==> config.mk <==
export PLATFORM = sky130hd
export DESIGN_NAME = job_scheduler
export DESIGN_NICKNAME = d
export VERILOG_FILES = /design/src/rtl/cad_pkg.sv /design/src/rtl/job_scheduler_rr_arbiter2.sv /design/src/rtl/job_scheduler.sv
export SDC_FILE = /design/constraint.sdc
export NUM_CORES = 1
export LEC_CHECK = 0
export ABC_AREA = 1
export CORE_UTILIZATION = 45
export DETAILED_ROUTE_END_ITERATION = 7
export GPL_TIMING_DRIVEN = 0
export PLACE_DENSITY = 0.84
export SYNTH_ARGS = -nofsm -noshare
export SYNTH_HDL_FRONTEND = slang
export SYNTH_SLANG_ARGS = --single-unit
==> constraint.sdc <==
create_clock -name clk -period 3.05 [get_ports clk]
set_input_delay 0.61 -clock clk [delete_from_list [all_inputs] [get_ports clk]]
set_output_delay 0.61 -clock clk [all_outputs]
set_load 0.02 [all_outputs]
==> src/rtl/cad_pkg.sv <==
// Shared types and defaults for the job scheduler: FSM state encoding,
// operand/result width defaults, watchdog default and a grant helper.
package cad_pkg;

  typedef enum logic [1:0] {
    IDLE  = 2'd0,
    ISSUE = 2'd1,
    WAIT  = 2'd2,
    RESP  = 2'd3
  } state_t;

  localparam int ENTRY_W_DEF = 4;
  localparam int RES_W_DEF   = 8;
  localparam int TIMEOUT_DEF = 255;

  // Index of the requester selected by a one-hot two-bit grant.
  function automatic logic grant_idx(input logic [1:0] grant);
    return grant[1];
  endfunction

endpackage

==> src/rtl/job_scheduler_rr_arbiter2.sv <==
// Two-requester round-robin arbiter. Combinational. When both requesters
// ask, the one that was not served last wins.
module rr_arbiter2 (
  input  logic [1:0] req,
  input  logic       last,
  output logic [1:0] grant
);

  always_comb begin
    grant = 2'b00;
    if (req == 2'b11) begin
      grant = last ? 2'b01 : 2'b10;
    end else begin
      grant = req;
    end
  end

endmodule

==> src/rtl/job_scheduler.sv <==
// Two-requester job scheduler feeding a single datapath. An optional
// watchdog on the datapath wait is enabled with `define JOB_SCHEDULER_TIMEOUT_EN.
module job_scheduler
  import cad_pkg::*;
#(
  parameter int ENTRY_W        = ENTRY_W_DEF,
  parameter int RES_W          = RES_W_DEF,
  parameter int TIMEOUT_CYCLES = TIMEOUT_DEF
) (
  input  logic               clk,
  input  logic               rst,
  input  logic [1:0]         req,
  input  logic [ENTRY_W-1:0] entry0,
  input  logic [ENTRY_W-1:0] entry1,
  output logic [1:0]         ack,
  output logic [1:0]         rsp_valid,
  input  logic [1:0]         rsp_ready,
  output logic [RES_W-1:0]   rsp_data,
  output logic               rsp_err,
  output logic               dp_start,
  output logic [ENTRY_W-1:0] dp_entry,
  input  logic               dp_done,
  input  logic [RES_W-1:0]   dp_result,
  output logic               busy
);

  state_t     state;
  state_t     next_state;
  logic [1:0] grant;
  logic [1:0] grant_q;
  logic       rr_ptr;
  logic       accept;
  logic       timeout_hit;

  // rr_ptr names the requester that wins a tie; the arbiter wants the last one served.
  rr_arbiter2 u_arb (
    .req   (req),
    .last  (~rr_ptr),
    .grant (grant)
  );

  assign accept = (state == RESP) && (|(rsp_ready & grant_q));
  assign busy   = (state != IDLE);

`ifdef JOB_SCHEDULER_TIMEOUT_EN
  localparam int                CNT_W   = $clog2(TIMEOUT_CYCLES + 1);
  localparam logic [CNT_W-1:0]  TO_LAST = CNT_W'(TIMEOUT_CYCLES - 1);

  logic [CNT_W-1:0] wait_cnt;
  logic             err_q;

  always_ff @(posedge clk) begin
    if (!rst) begin
      wait_cnt <= '0;
    end else if (state == ISSUE) begin
      wait_cnt <= '0;
    end else if (state == WAIT) begin
      wait_cnt <= wait_cnt + CNT_W'(1);
    end
  end

  // A completion in the same cycle as the limit wins over the timeout.
  assign timeout_hit = (state == WAIT) && !dp_done && (wait_cnt == TO_LAST);
  assign rsp_err     = err_q;
`else
  logic unused_timeout;

  assign unused_timeout = ^TIMEOUT_CYCLES;
  assign timeout_hit    = 1'b0;
  assign rsp_err        = 1'b0;
`endif

  always_comb begin
    next_state = state;
    case (state)
      IDLE:    if (|req) next_state = ISSUE;
      ISSUE:   next_state = WAIT;
      WAIT:    if (dp_done || timeout_hit) next_state = RESP;
      RESP:    if (accept) next_state = IDLE;
      default: next_state = IDLE;
    endcase
  end

  always_ff @(posedge clk) begin
    if (!rst) begin
      state     <= IDLE;
      rr_ptr    <= 1'b0;
      grant_q   <= 2'b00;
      ack       <= 2'b00;
      dp_start  <= 1'b0;
      dp_entry  <= '0;
      rsp_valid <= 2'b00;
      rsp_data  <= '0;
`ifdef JOB_SCHEDULER_TIMEOUT_EN
      err_q     <= 1'b0;
`endif
    end else begin
      state    <= next_state;
      ack      <= 2'b00;
      dp_start <= 1'b0;
      case (state)
        IDLE: begin
          if (|req) begin
            grant_q  <= grant;
            ack      <= grant;
            dp_entry <= grant_idx(grant) ? entry1 : entry0;
          end
        end
        ISSUE: begin
          dp_start <= 1'b1;
        end
        WAIT: begin
          if (dp_done) begin
            rsp_data  <= dp_result;
            rsp_valid <= grant_q;
`ifdef JOB_SCHEDULER_TIMEOUT_EN
            err_q     <= 1'b0;
`endif
          end else if (timeout_hit) begin
            rsp_data  <= '1;
            rsp_valid <= grant_q;
`ifdef JOB_SCHEDULER_TIMEOUT_EN
            err_q     <= 1'b1;
`endif
          end
        end
        RESP: begin
          if (accept) begin
            rsp_valid <= 2'b00;
            rr_ptr    <= ~grant_idx(grant_q);
          end
        end
        default: ;
      endcase
    end
  end

endmodule

==> results of run 1 <==
## cell type report
class / instances / area share
well taps: 27 / 0.0228
inverters: 17 / 0.0431
repair buffers: 40 / 0.270
clock buffers: 4 / 0.0245
multi-input cells: 99 / 0.323
plain buffers: 4 / 0.0194
flip-flops and latches: 22 / 0.297
## registers in the layout (all words and copies together), names as in the netlist
signal     count
rsp_data       8
ack            2
grant_q        2
rr_ptr         1
dp_start       1
dp_entry       4
state          2
rsp_valid      2
## per-stage QoR
stage | std cells | setup WS [ns] | total power, W | utilization
finish | 213 | 0.717 | 0.00111 | 0.725
global route | 213 | 0.640 | 0.00119 | 0.725
CTS | 213 | 0.723 | 0.00111 | 0.725
detailed placement | 209 | 1.09 | 0.000950 | 0.708
global placement | 209 | 1.11 | 0.000923 | 0.708
floorplan | 142 | 1.66 | 0.000741 | -
## cells by family (layout without fill, tap and decap cells)
family	count (synthesis)	in the layout	share of synthesized area
simple gates	77	77	0.322
buf+inv	21	65	0.0916
flops	22	22	0.436
other cells	1	1	0.00371
fa+ha+maj	5	5	0.0619
compound gates	16	16	0.0854
## how the worst max path moves through the flow
| stage | startpoint | end | depth (start not counted) |
|---|---|---|---|
| 2_1_floorplan | state[0] | busy | 3 |
| 3_3_place_gp | state[0] | busy | 4 |
| 3_5_place_dp | state[0] | busy | 4 |
| 4_1_cts | state[0] | busy | 4 |
| 5_1_grt | state[0] | busy | 4 |
| 6_report | state[0] | busy | 4 |
## worst max-delay path: stages (launching register included)
cell and delay (ns):
sky130_fd_sc_hd__dfxtp_1 0.39, sky130_fd_sc_hd__inv_1 0.11, sky130_fd_sc_hd__ha_1 0.22, sky130_fd_sc_hd__inv_1 0.09
sky130_fd_sc_hd__clkdlybuf4s50_1 0.60
## metal layers
| metal | track usage | routed length, um | part of all wire | vias to the layer above |
|---|---|---|---|---|
| met5 | 0 | 0 | 0 | - |
| met3 | 0.0467 | 119 | 0.051 | 7 |
| li1 | - | - | - | 516 |
| met4 | 0.114 | 74 | 0.032 | 0 |
| met2 | 0.402 | 1180 | 0.51 | 31 |
| met1 | 0.199 | 954 | 0.41 | 443 |
## power by group through the flow
stage / logic (W) / clock network, W / registers (W)
6_report: 0.000543 / 0.000163 / 0.000400
5_1_grt: 0.000600 / 0.000176 / 0.000409
4_1_cts: 0.000545 / 0.000163 / 0.000401
3_5_place_dp: 0.000542 / 0 / 0.000408
3_3_place_gp: 0.000521 / 0 / 0.000403
2_1_floorplan: 0.000270 / 0 / 0.000471
## cells in the final DEF (no fill, tap or decap), drive strengths merged
master         synthesis  final
nand2                 30     30
buf                    3      3
conb                   1      1
dfxtp                 22     22
clkbuf                 1      5
ha                     5      5
nand3                  3      3
o22ai                  2      2
nand4                  1      1
nor2                  42     42
clkdlybuf4s50          0     40
o21ai                 13     13
inv                   17     17
a21oi                  1      1
or2                    1      1
==> metrics.txt, run 1 <==
# TYPE chip_impl_metric gauge
chip_impl_metric{name="yosys.area.top_type_share",unit=""} 0.436
chip_impl_info{name="grt_setup_unrepaired",value="false"} 1
chip_impl_info{name="synth.area.top_cells",value="sky130_fd_sc_hd__dfxtp_1, sky130_fd_sc_hd__nor2_1, sky130_fd_sc_hd__nand2_1"} 1
chip_impl_metric{name="grt_usage",unit=""} 0.208
chip_impl_metric{name="clk_pin_slew",unit="ns"} 0.12
chip_impl_metric{name="layout_fillers",unit=""} 167
chip_impl_metric{name="hold_buffers",unit=""} 0
chip_impl_metric{name="grt_overflow",unit=""} 0
chip_impl_info{name="dominantRegCellSynth",value="sky130_fd_sc_hd__dfxtp_1"} 1
chip_impl_metric{name="ys_types",unit=""} 21
chip_impl_metric{name="vdd_drop_max",unit="uV"} 454
chip_impl_metric{name="via_per_inst",unit=""} 4.68
chip_impl_metric{name="cp.required",unit="ns"} 2.44
chip_impl_metric{name="ys_seq_elements",unit=""} 22
chip_impl_metric{name="residual_drc_count",unit=""} 0
chip_impl_metric{name="cellInternalPower",unit="W"} 0.000678
chip_impl_metric{name="finalHoldWorstSlack",unit="ns"} 0.487
chip_impl_metric{name="share_comb_of_total_power",unit=""} 0.491
chip_impl_metric{name="worstHoldPathCells",unit=""} 2
chip_impl_metric{name="area_growth_syn_to_layout",unit="%"} 46.5
chip_impl_metric{name="avgSynthCellArea",unit="sq um"} 7.12
chip_impl_metric{name="switching_share",unit=""} 0.387
chip_impl_metric{name="post_synth_instance_area",unit="sq um"} 1010
chip_impl_metric{name="worst_ep_arrival",unit="ns"} 1.72
chip_impl_metric{name="initial_utilization",unit=""} 0.495
chip_impl_metric{name="floorplan.die.width",unit="um"} 49.4
chip_impl_metric{name="floorplan.core_area",unit="sq um"} 2040
chip_impl_metric{name="drt.antenna.violating_nets",unit=""} 0
chip_impl_metric{name="seq_area",unit="sq um"} 440
chip_impl_metric{name="final_nets",unit=""} 215
chip_impl_info{name="min-delay-path-class",value="reg2reg"} 1
chip_impl_metric{name="worst-path-max-fanout",unit=""} 4
chip_impl_metric{name="std_cell_rows",unit=""} 16
chip_impl_metric{name="pwr_density_cell",unit="nW/um^2"} 747
chip_impl_metric{name="postLayoutCellArea",unit="sq um"} 1480
chip_impl_metric{name="worstRegToRegCells",unit=""} 6
chip_impl_metric{name="cts_post_setup_buffers_inserted",unit=""} 0
chip_impl_metric{name="setup-tns-final",unit="ns"} 0
chip_impl_metric{name="switching_power",unit="W"} 0.000429
chip_impl_info{name="timing_worst_setup_path_type",value="reg2out"} 1
chip_impl_metric{name="die_area",unit="sq um"} 2440
chip_impl_metric{name="numClockSinks",unit=""} 22
chip_impl_info{name="yosysMostFrequentCell",value="sky130_fd_sc_hd__nor2_1"} 1
chip_impl_info{name="worstReg2RegEnd",value="rsp_data[1]"} 1
chip_impl_metric{name="number_of_antenna_violations_at_the_first_check_in_global_routing",unit=""} 0
chip_impl_metric{name="port-buffer-count",unit=""} 40
chip_impl_metric{name="wl",unit="um"} 2330
chip_impl_metric{name="cts-buffers-inserted",unit=""} 3
chip_impl_metric{name="first_iter_violations",unit=""} 20
chip_impl_info{name="whs_endpoint",value="rr_ptr"} 1
chip_impl_info{name="critical_path.endpoint_type",value="primary output"} 1
chip_impl_metric{name="number_of_synthesized_flops_with_an_enable_pin",unit=""} 0
chip_impl_metric{name="clockPowerShare",unit=""} 0.147
chip_impl_metric{name="clock_insertion_delay_at_the_later_pin_of_the_skew_report",unit="ns"} 0.32
chip_impl_metric{name="worst_clock_skew",unit="ns"} 0.00292
chip_impl_metric{name="place.detailed.hpwl",unit="um"} 1820
chip_impl_metric{name="detailed_place.area",unit="sq um"} 1450
chip_impl_metric{name="synth_seq_area_share",unit=""} 0.436
chip_impl_metric{name="insertedDiodeCount",unit=""} 0
chip_impl_metric{name="count_of_boundary_i_o_pins",unit=""} 42
chip_impl_metric{name="grt_pass1_vias",unit=""} 929
chip_impl_metric{name="synthCells",unit=""} 142
chip_impl_metric{name="clock_tree.buffer_depth",unit=""} 2
chip_impl_metric{name="period_minus_slack",unit="ns"} 2.33
chip_impl_metric{name="final_min_period_over_clock_period",unit=""} 0.765
chip_impl_metric{name="report.final.setup_viol",unit=""} 0
chip_impl_metric{name="final_max_slew_viol_count",unit=""} 0
chip_impl_metric{name="drt_pre_antenna_iters",unit=""} 5
chip_impl_metric{name="post_route_cells_drive_above_1_share",unit=""} 0.102
chip_impl_metric{name="synth_warnings",unit=""} 0
chip_impl_metric{name="clock.fmax",unit="MHz"} 429
chip_impl_metric{name="syn_nets",unit=""} 170
chip_impl_metric{name="seq_power_share",unit=""} 0.362
chip_impl_metric{name="grt_start_max_net_pins",unit=""} 13
chip_impl_info{name="hold_path_startpoint",value="rr_ptr"} 1
chip_impl_metric{name="ys_async_sr_fraction",unit=""} 0
chip_impl_metric{name="timing.reg2reg.setup_slack",unit="ns"} 1.69
chip_impl_metric{name="final_weighted_congestion_in_routability_driven_placement",unit=""} 0.772
chip_impl_metric{name="dr_total_vias",unit=""} 997
chip_impl_metric{name="power.leakage",unit="nW"} 0.672
chip_impl_metric{name="h-tree-depth",unit=""} 1
chip_impl_info{name="root_buffer",value="sky130_fd_sc_hd__clkbuf_4"} 1
chip_impl_info{name="run_status",value="finished, final reports clean"} 1
chip_impl_metric{name="cts_resized",unit=""} 0
chip_impl_info{name="reg2reg_from",value="state[0]"} 1
chip_impl_metric{name="avgRoutedWirePerCell",unit="um"} 10.9
chip_impl_info{name="tritoncts_clock_tree",value="yes"} 1
chip_impl_metric{name="grt_pass1_wl",unit="um"} 3820
chip_impl_info{name="yosys.area.top_type",value="sky130_fd_sc_hd__dfxtp_1"} 1
chip_impl_metric{name="drv.max_cap_violation_count",unit=""} 0
chip_impl_info{name="synth.cells.most_frequent",value="sky130_fd_sc_hd__nor2_1, sky130_fd_sc_hd__nand2_1, sky130_fd_sc_hd__dfxtp_1, sky130_fd_sc_hd__inv_1, sky130_fd_sc_hd__o21ai_0"} 1
chip_impl_metric{name="multi_input_comb_area",unit="sq um"} 478
chip_impl_metric{name="hold_viol_final",unit=""} 0
chip_impl_info{name="critical_path.startpoint_type",value="flop"} 1
chip_impl_metric{name="die_h",unit="um"} 49.4
Note: power is estimated with default switching activity, not from simulation.
==> run 2: changes to the inputs <==
--- a/config.mk
+++ b/config.mk
@@ -6,10 +6,10 @@
 export NUM_CORES = 1
 export LEC_CHECK = 0
 export ABC_AREA = 1
-export CORE_UTILIZATION = 45
+export CORE_UTILIZATION = 41
 export DETAILED_ROUTE_END_ITERATION = 7
 export GPL_TIMING_DRIVEN = 0
-export PLACE_DENSITY = 0.84
+export PLACE_DENSITY = 0.77
 export SYNTH_ARGS = -nofsm -noshare
 export SYNTH_HDL_FRONTEND = slang
 export SYNTH_SLANG_ARGS = --single-unit
==> constraint.sdc (replaced) <==
create_clock -name clk -period 2.4 [get_ports clk]
set_input_delay 0.48 -clock clk [delete_from_list [all_inputs] [get_ports clk]]
set_output_delay 0.48 -clock clk [all_outputs]
set_load 0.02 [all_outputs]
==> run 2 against run 1 <==
Compared with the run above: clock skew about the same; largest cell class unchanged; combinational power up 25%; sequential share of layout area up 0.25 points; clock power about the same; setup slack worse by 0.51 ns.
==> metrics.txt, run 2 (synthesis gave the netlist of run 1 again) <==
# TYPE chip_impl_metric gauge
chip_impl_metric{name="worst_ep_arrival",unit="ns"} 1.71
chip_impl_info{name="path_common_cell",value="sky130_fd_sc_hd__inv_1"} 1
chip_impl_info{name="min-delay-path-class",value="reg2reg"} 1
chip_impl_metric{name="clock.fmax",unit="MHz"} 457
chip_impl_metric{name="setup-tns-final",unit="ns"} 0
chip_impl_metric{name="residual_drc_count",unit=""} 0
chip_impl_metric{name="clock_insertion_delay_at_the_later_pin_of_the_skew_report",unit="ns"} 0.30
chip_impl_metric{name="insertedDiodeCount",unit=""} 0
chip_impl_metric{name="hold_buffers",unit=""} 0
chip_impl_metric{name="max_reg_flops",unit=""} 8
chip_impl_metric{name="area_growth_syn_to_layout",unit="%"} 45.3
chip_impl_metric{name="grt_usage",unit=""} 0.185
chip_impl_info{name="critical_path.startpoint_type",value="flop"} 1
chip_impl_metric{name="final_nets",unit=""} 215
chip_impl_info{name="tritoncts_clock_tree",value="yes"} 1
chip_impl_metric{name="worst_clock_skew",unit="ns"} 0.00257
chip_impl_metric{name="numClockSinks",unit=""} 22
chip_impl_metric{name="worst-path-max-fanout",unit=""} 4
chip_impl_info{name="critPathSlowestCell",value="sky130_fd_sc_hd__clkdlybuf4s50_1"} 1
chip_impl_metric{name="h-tree-depth",unit=""} 1
chip_impl_metric{name="number_of_antenna_violations_at_the_first_check_in_global_routing",unit=""} 0
chip_impl_metric{name="via_per_inst",unit=""} 4.48
chip_impl_info{name="cp_delay_by_family_top",value="buffers and inverters"} 1
chip_impl_metric{name="pwr_density_cell",unit="nW/um^2"} 922
chip_impl_metric{name="post_route_cells_drive_above_1_share",unit=""} 0.0973
chip_impl_metric{name="first_iter_violations",unit=""} 9
chip_impl_metric{name="period_minus_slack",unit="ns"} 2.19
chip_impl_metric{name="place.detailed.hpwl",unit="um"} 1750
chip_impl_metric{name="grt_pass1_wl",unit="um"} 3580
chip_impl_metric{name="final_max_slew_viol_count",unit=""} 0
chip_impl_metric{name="port-buffer-count",unit=""} 40
chip_impl_metric{name="floorplan.die.width",unit="um"} 51.7
chip_impl_metric{name="instances_no_fill",unit=""} 213
chip_impl_info{name="mostFrequentLayoutCell",value="sky130_fd_sc_hd__clkdlybuf4s50_1"} 1
chip_impl_metric{name="total_placed_cells_including_tap_cells",unit=""} 210
chip_impl_metric{name="clk_pin_slew",unit="ns"} 0.11
chip_impl_metric{name="grt_overflow",unit=""} 0
chip_impl_metric{name="std_cell_rows",unit=""} 17
chip_impl_info{name="largest_registers_ranked_by_flip_flop_count",value="rsp_data: 8 flops, dp_entry: 4 flops"} 1
chip_impl_metric{name="count_of_boundary_i_o_pins",unit=""} 42
chip_impl_metric{name="grt_pass1_vias",unit=""} 906
chip_impl_info{name="top_register_by_number_of_flip_flops",value="rsp_data"} 1
chip_impl_metric{name="grt_start_max_net_pins",unit=""} 12
chip_impl_metric{name="layout_fillers",unit=""} 206
chip_impl_info{name="critical_path.endpoint_type",value="primary output"} 1
chip_impl_metric{name="power.leakage",unit="nW"} 0.665
chip_impl_metric{name="final_min_period_over_clock_period",unit=""} 0.913
chip_impl_info{name="run_status",value="finished, final reports clean"} 1
chip_impl_metric{name="avgRoutedWirePerCell",unit="um"} 10.2
chip_impl_metric{name="clock_tree.buffer_depth",unit=""} 2
chip_impl_metric{name="floorplan.core_area",unit="sq um"} 2280
chip_impl_metric{name="initial_utilization",unit=""} 0.444
chip_impl_metric{name="cp.required",unit="ns"} 1.92
chip_impl_metric{name="wl",unit="um"} 2170
chip_impl_info{name="critical_path.cell_chain",value="inv_1 -> ha_1 -> inv_1 -> clkdlybuf4s50_1"} 1
chip_impl_metric{name="timing.critical_path.buf_inv",unit=""} 3
chip_impl_metric{name="finalHoldWorstSlack",unit="ns"} 0.482
chip_impl_metric{name="cts_post_setup_buffers_inserted",unit=""} 0
chip_impl_metric{name="drt.antenna.violating_nets",unit=""} 0
chip_impl_info{name="timing_worst_setup_path_type",value="reg2out"} 1
chip_impl_metric{name="report.final.setup_viol",unit=""} 0
chip_impl_metric{name="final_weighted_congestion_in_routability_driven_placement",unit=""} 0.745
chip_impl_metric{name="die_area",unit="sq um"} 2670
chip_impl_info{name="final_cell_mix",value="sky130_fd_sc_hd__clkdlybuf4s50_1, sky130_fd_sc_hd__nor2_1, sky130_fd_sc_hd__nand2_1"} 1
chip_impl_metric{name="hold_viol_final",unit=""} 0
chip_impl_metric{name="stage_delay_of_the_slowest_cell_on_the_critical_path",unit="ns"} 0.60
chip_impl_metric{name="die_h",unit="um"} 51.7
chip_impl_metric{name="drv.max_cap_violation_count",unit=""} 0
chip_impl_metric{name="drt_pre_antenna_iters",unit=""} 5
chip_impl_info{name="grt_setup_unrepaired",value="false"} 1
chip_impl_metric{name="dr_total_vias",unit=""} 954
chip_impl_metric{name="cts_resized",unit=""} 0
chip_impl_metric{name="vdd_drop_max",unit="uV"} 517
chip_impl_info{name="root_buffer",value="sky130_fd_sc_hd__clkbuf_4"} 1
chip_impl_metric{name="cts-buffers-inserted",unit=""} 3
[run 2: cell types whose count changed in the layout (fill, tap and decap cells not counted), sizes merged]
cell	change
clkbuf	-1
[run 2: area by class of cell]
cell class	count	area [sq um]	share of cell area
multi-input cells	99	478	0.325
flip-flops and latches	22	440	0.300
repair buffers	40	400	0.273
inverters	17	63.8	0.0434
well taps	28	35.0	0.0239
plain buffers	4	28.8	0.0196
clock buffers	3	22.5	0.0153
[run 2: tightest hold or removal path, stage by stage, from the launching register on]
cell and delay [ns]:
sky130_fd_sc_hd__dfxtp_1 0.31, sky130_fd_sc_hd__inv_1 0.07, sky130_fd_sc_hd__a21oi_1 0.06
[run 2: path summary, 6_finish.rpt]
| kind | from | endpoint | slack [ns] | cells after the start |
|---|---|---|---|---|
| worst max register to register | state[0] | rsp_data[1] | 1.06 | 6 |
| worst max-delay path | state[0] | busy | 0.21 | 4 |
| worst min-delay path | rr_ptr | rr_ptr | 0.48 | 2 |
| worst min register to register | rr_ptr | rr_ptr | 0.48 | 2 |
[run 2: routing by layer]
layer  global-route usage  up-vias  wire [um]
met3               0.0351        5        108
met4               0.0991        0         50
li1                     -      517          -
met5                    0        -          0
met2                0.325       30       1030
met1                0.208      402        978
[run 2: power breakdown]
| group | internal [W] | switching (W) |
|---|---|---|
| sequential | 0.000457 | 0.0000511 |
| clock | 0.0000586 | 0.000106 |
| combinational | 0.000313 | 0.000368 |
[run 2: through the flow]
step / total power, W / area, sq um / setup slack, ns / utilization
after global routing: 0.00147 / 1470 / 0.127 / 0.645
after detailed placement: 0.00120 / 1450 / 0.548 / 0.636
after CTS: 0.00137 / 1470 / 0.183 / 0.645
final: 0.00135 / 1470 / 0.210 / 0.645
after global placement: 0.00118 / 1450 / 0.578 / 0.636
after floorplan: 0.000941 / 1010 / 1.14 / -
==> run 3: changes to the inputs <==
--- a/config.mk
+++ b/config.mk
@@ -6,6 +6,7 @@
 export NUM_CORES = 1
 export LEC_CHECK = 0
 export ABC_AREA = 1
+export CORE_ASPECT_RATIO = 0.6
 export CORE_UTILIZATION = 41
 export DETAILED_ROUTE_END_ITERATION = 7
 export GPL_TIMING_DRIVEN = 0
==> run 3 against run 2 <==
Compared with the run above: power grew 14%; final area grew 3.5%; fmax grew 1.1%; clock skew grew 0.00050 ns; first-iteration DRC count grew to 2.9 times the previous value; setup slack gained 0.024 ns; non-clock buffer count is the same; clock power grew 110%; global-route usage grew 1.0 points; utilization grew 3.2 points; critical endpoint unchanged.
==> metrics.txt, run 3 (synthesis gave the netlist of run 1 again) <==
# TYPE chip_impl_metric gauge
chip_impl_metric{name="first_iter_violations",unit=""} 26
chip_impl_metric{name="share_comb_of_total_power",unit=""} 0.448
chip_impl_metric{name="vdd_drop_max",unit="uV"} 957
chip_impl_metric{name="max_reg_flops",unit=""} 8
chip_impl_metric{name="post_route_cells_drive_above_1_share",unit=""} 0.102
chip_impl_metric{name="final_max_slew_viol_count",unit=""} 0
chip_impl_info{name="critical_path.startpoint_type",value="flop"} 1
chip_impl_metric{name="drt_pre_antenna_iters",unit=""} 4
chip_impl_metric{name="worst-path-max-fanout",unit=""} 4
chip_impl_metric{name="detailed_place.area",unit="sq um"} 1450
chip_impl_metric{name="drt.antenna.violating_nets",unit=""} 0
chip_impl_info{name="path_common_cell",value="sky130_fd_sc_hd__inv_1"} 1
chip_impl_metric{name="grt_usage",unit=""} 0.195
chip_impl_metric{name="floorplan.core_area",unit="sq um"} 2240
chip_impl_info{name="critPathSlowestCell",value="sky130_fd_sc_hd__clkdlybuf4s50_1"} 1
chip_impl_metric{name="grt_overflow",unit=""} 0
chip_impl_info{name="largest_registers_ranked_by_flip_flop_count",value="rsp_data: 8 flops, dp_entry: 4 flops"} 1
chip_impl_metric{name="hold_viol_final",unit=""} 0
chip_impl_metric{name="final_weighted_congestion_in_routability_driven_placement",unit=""} 0.753
chip_impl_metric{name="grt_start_max_net_pins",unit=""} 14
chip_impl_info{name="top_register_by_number_of_flip_flops",value="rsp_data"} 1
chip_impl_metric{name="final_nets",unit=""} 215
chip_impl_metric{name="grt_pass1_vias",unit=""} 931
chip_impl_metric{name="number_of_antenna_violations_at_the_first_check_in_global_routing",unit=""} 0
chip_impl_metric{name="cellInternalPower",unit="W"} 0.000994
chip_impl_metric{name="clockPowerShare",unit=""} 0.221
chip_impl_metric{name="clock.fmax",unit="MHz"} 461
chip_impl_metric{name="setup-tns-final",unit="ns"} 0
chip_impl_metric{name="clock_insertion_delay_at_the_later_pin_of_the_skew_report",unit="ns"} 0.26
chip_impl_metric{name="cp.required",unit="ns"} 1.92
chip_impl_metric{name="numClockSinks",unit=""} 22
chip_impl_info{name="final_cell_mix",value="sky130_fd_sc_hd__clkdlybuf4s50_1, sky130_fd_sc_hd__nor2_1, sky130_fd_sc_hd__nand2_1"} 1
chip_impl_metric{name="std_cell_rows",unit=""} 13
chip_impl_metric{name="clk_pin_slew",unit="ns"} 0.08
chip_impl_metric{name="avgRoutedWirePerCell",unit="um"} 11.1
chip_impl_metric{name="switching_power",unit="W"} 0.000548
chip_impl_metric{name="worst_ep_arrival",unit="ns"} 1.69
chip_impl_info{name="run_status",value="finished, final reports clean"} 1
chip_impl_info{name="grt_setup_unrepaired",value="false"} 1
chip_impl_metric{name="h-tree-depth",unit=""} 1
chip_impl_metric{name="worst_clock_skew",unit="ns"} 0.00308
chip_impl_info{name="min-delay-path-class",value="reg2reg"} 1
chip_impl_info{name="critical_path.cell_chain",value="inv_1 -> ha_1 -> inv_1 -> clkdlybuf4s50_1"} 1
chip_impl_metric{name="insertedDiodeCount",unit=""} 0
chip_impl_metric{name="switching_share",unit=""} 0.356
chip_impl_metric{name="wl",unit="um"} 2400
chip_impl_metric{name="period_minus_slack",unit="ns"} 2.17
chip_impl_metric{name="clock_tree.buffer_depth",unit=""} 2
chip_impl_metric{name="postLayoutCellArea",unit="sq um"} 1520
chip_impl_metric{name="via_per_inst",unit=""} 4.69
chip_impl_metric{name="stage_delay_of_the_slowest_cell_on_the_critical_path",unit="ns"} 0.60
chip_impl_metric{name="cts_resized",unit=""} 0
chip_impl_metric{name="cts_post_setup_buffers_inserted",unit=""} 0
chip_impl_info{name="tritoncts_clock_tree",value="yes"} 1
chip_impl_metric{name="pwr_density_cell",unit="nW/um^2"} 1010
chip_impl_metric{name="seq_power_share",unit=""} 0.330
chip_impl_metric{name="power.leakage",unit="nW"} 0.687
chip_impl_metric{name="port-buffer-count",unit=""} 40
chip_impl_info{name="mostFrequentLayoutCell",value="sky130_fd_sc_hd__clkdlybuf4s50_1"} 1
chip_impl_metric{name="die_h",unit="um"} 40.5
chip_impl_metric{name="floorplan.die.width",unit="um"} 66.1
chip_impl_metric{name="report.final.setup_viol",unit=""} 0
chip_impl_metric{name="final_min_period_over_clock_period",unit=""} 0.903
chip_impl_metric{name="post_layout_util",unit=""} 0.677
chip_impl_metric{name="timing.critical_path.buf_inv",unit=""} 3
chip_impl_metric{name="initial_utilization",unit=""} 0.450
chip_impl_info{name="timing_worst_setup_path_type",value="reg2out"} 1
chip_impl_metric{name="cts-buffers-inserted",unit=""} 3
chip_impl_metric{name="grt_pass1_wl",unit="um"} 3700
chip_impl_metric{name="finalHoldWorstSlack",unit="ns"} 0.483
chip_impl_metric{name="area_growth_syn_to_layout",unit="%"} 50.4
chip_impl_metric{name="drv.max_cap_violation_count",unit=""} 0
chip_impl_metric{name="residual_drc_count",unit=""} 0
chip_impl_metric{name="dr_total_vias",unit=""} 1012
chip_impl_metric{name="die_area",unit="sq um"} 2670
chip_impl_info{name="cp_delay_by_family_top",value="buffers and inverters"} 1
chip_impl_metric{name="count_of_boundary_i_o_pins",unit=""} 42
chip_impl_info{name="root_buffer",value="sky130_fd_sc_hd__clkbuf_8"} 1
chip_impl_metric{name="hold_buffers",unit=""} 0
chip_impl_metric{name="place.detailed.hpwl",unit="um"} 1820
chip_impl_info{name="critical_path.endpoint_type",value="primary output"} 1
-- run 3: final timing paths --
check                   start     endpoint  slack, ns  cells past startpoint
setup / recovery     state[0]         busy       0.23                      4
hold / removal    rsp_data[2]  rsp_data[2]       0.48                      2
hold reg to reg   rsp_data[2]  rsp_data[2]       0.48                      2
setup reg to reg     state[0]  rsp_data[4]       1.03                      6
-- run 3: routing by layer --
| layer | up-vias | track usage | routed length [um] |
|---|---|---|---|
| li1 | 517 | - | - |
| met1 | 452 | 0.198 | 1060 |
| met2 | 39 | 0.388 | 1130 |
| met3 | 4 | 0.0625 | 189 |
| met4 | 0 | 0.0798 | 19 |
| met5 | - | 0 | 0 |
-- run 3: power by group through the flow --
| stage | clock, W | combinational, W | sequential (W) |
|---|---|---|---|
| final | 0.000341 | 0.000691 | 0.000509 |
| after global routing | 0.000366 | 0.000763 | 0.000520 |
| after CTS | 0.000351 | 0.000693 | 0.000509 |
| after detailed placement | 0 | 0.000687 | 0.000517 |
| after global placement | 0 | 0.000667 | 0.000511 |
| after floorplan | 0 | 0.000343 | 0.000598 |
-- run 3: through the flow --
stage	setup WS [ns]	power (W)	cells
after detailed placement	0.541	0.00120	212
after global placement	0.584	0.00118	212
after CTS	0.234	0.00155	216
after global routing	0.178	0.00165	216
after floorplan	1.14	0.000941	142
final	0.233	0.00154	216
-- run 3: layout make-up --
class / instances / area, sq um
sequential: 22 / 440
inverter: 17 / 63.8
multi-input combinational: 99 / 478
clock inverter: 1 / 30.0
fill: 182 / 724
buffer: 4 / 28.8
clock buffer: 3 / 41.3
timing repair buffer: 40 / 400
tap: 30 / 37.5
-- run 3: tightest hold or removal path, cell delays in order (launching register included) --
cell and delay [ns]:
sky130_fd_sc_hd__dfxtp_1 0.33, sky130_fd_sc_hd__nor2_1 0.05, sky130_fd_sc_hd__nor2_1 0.08
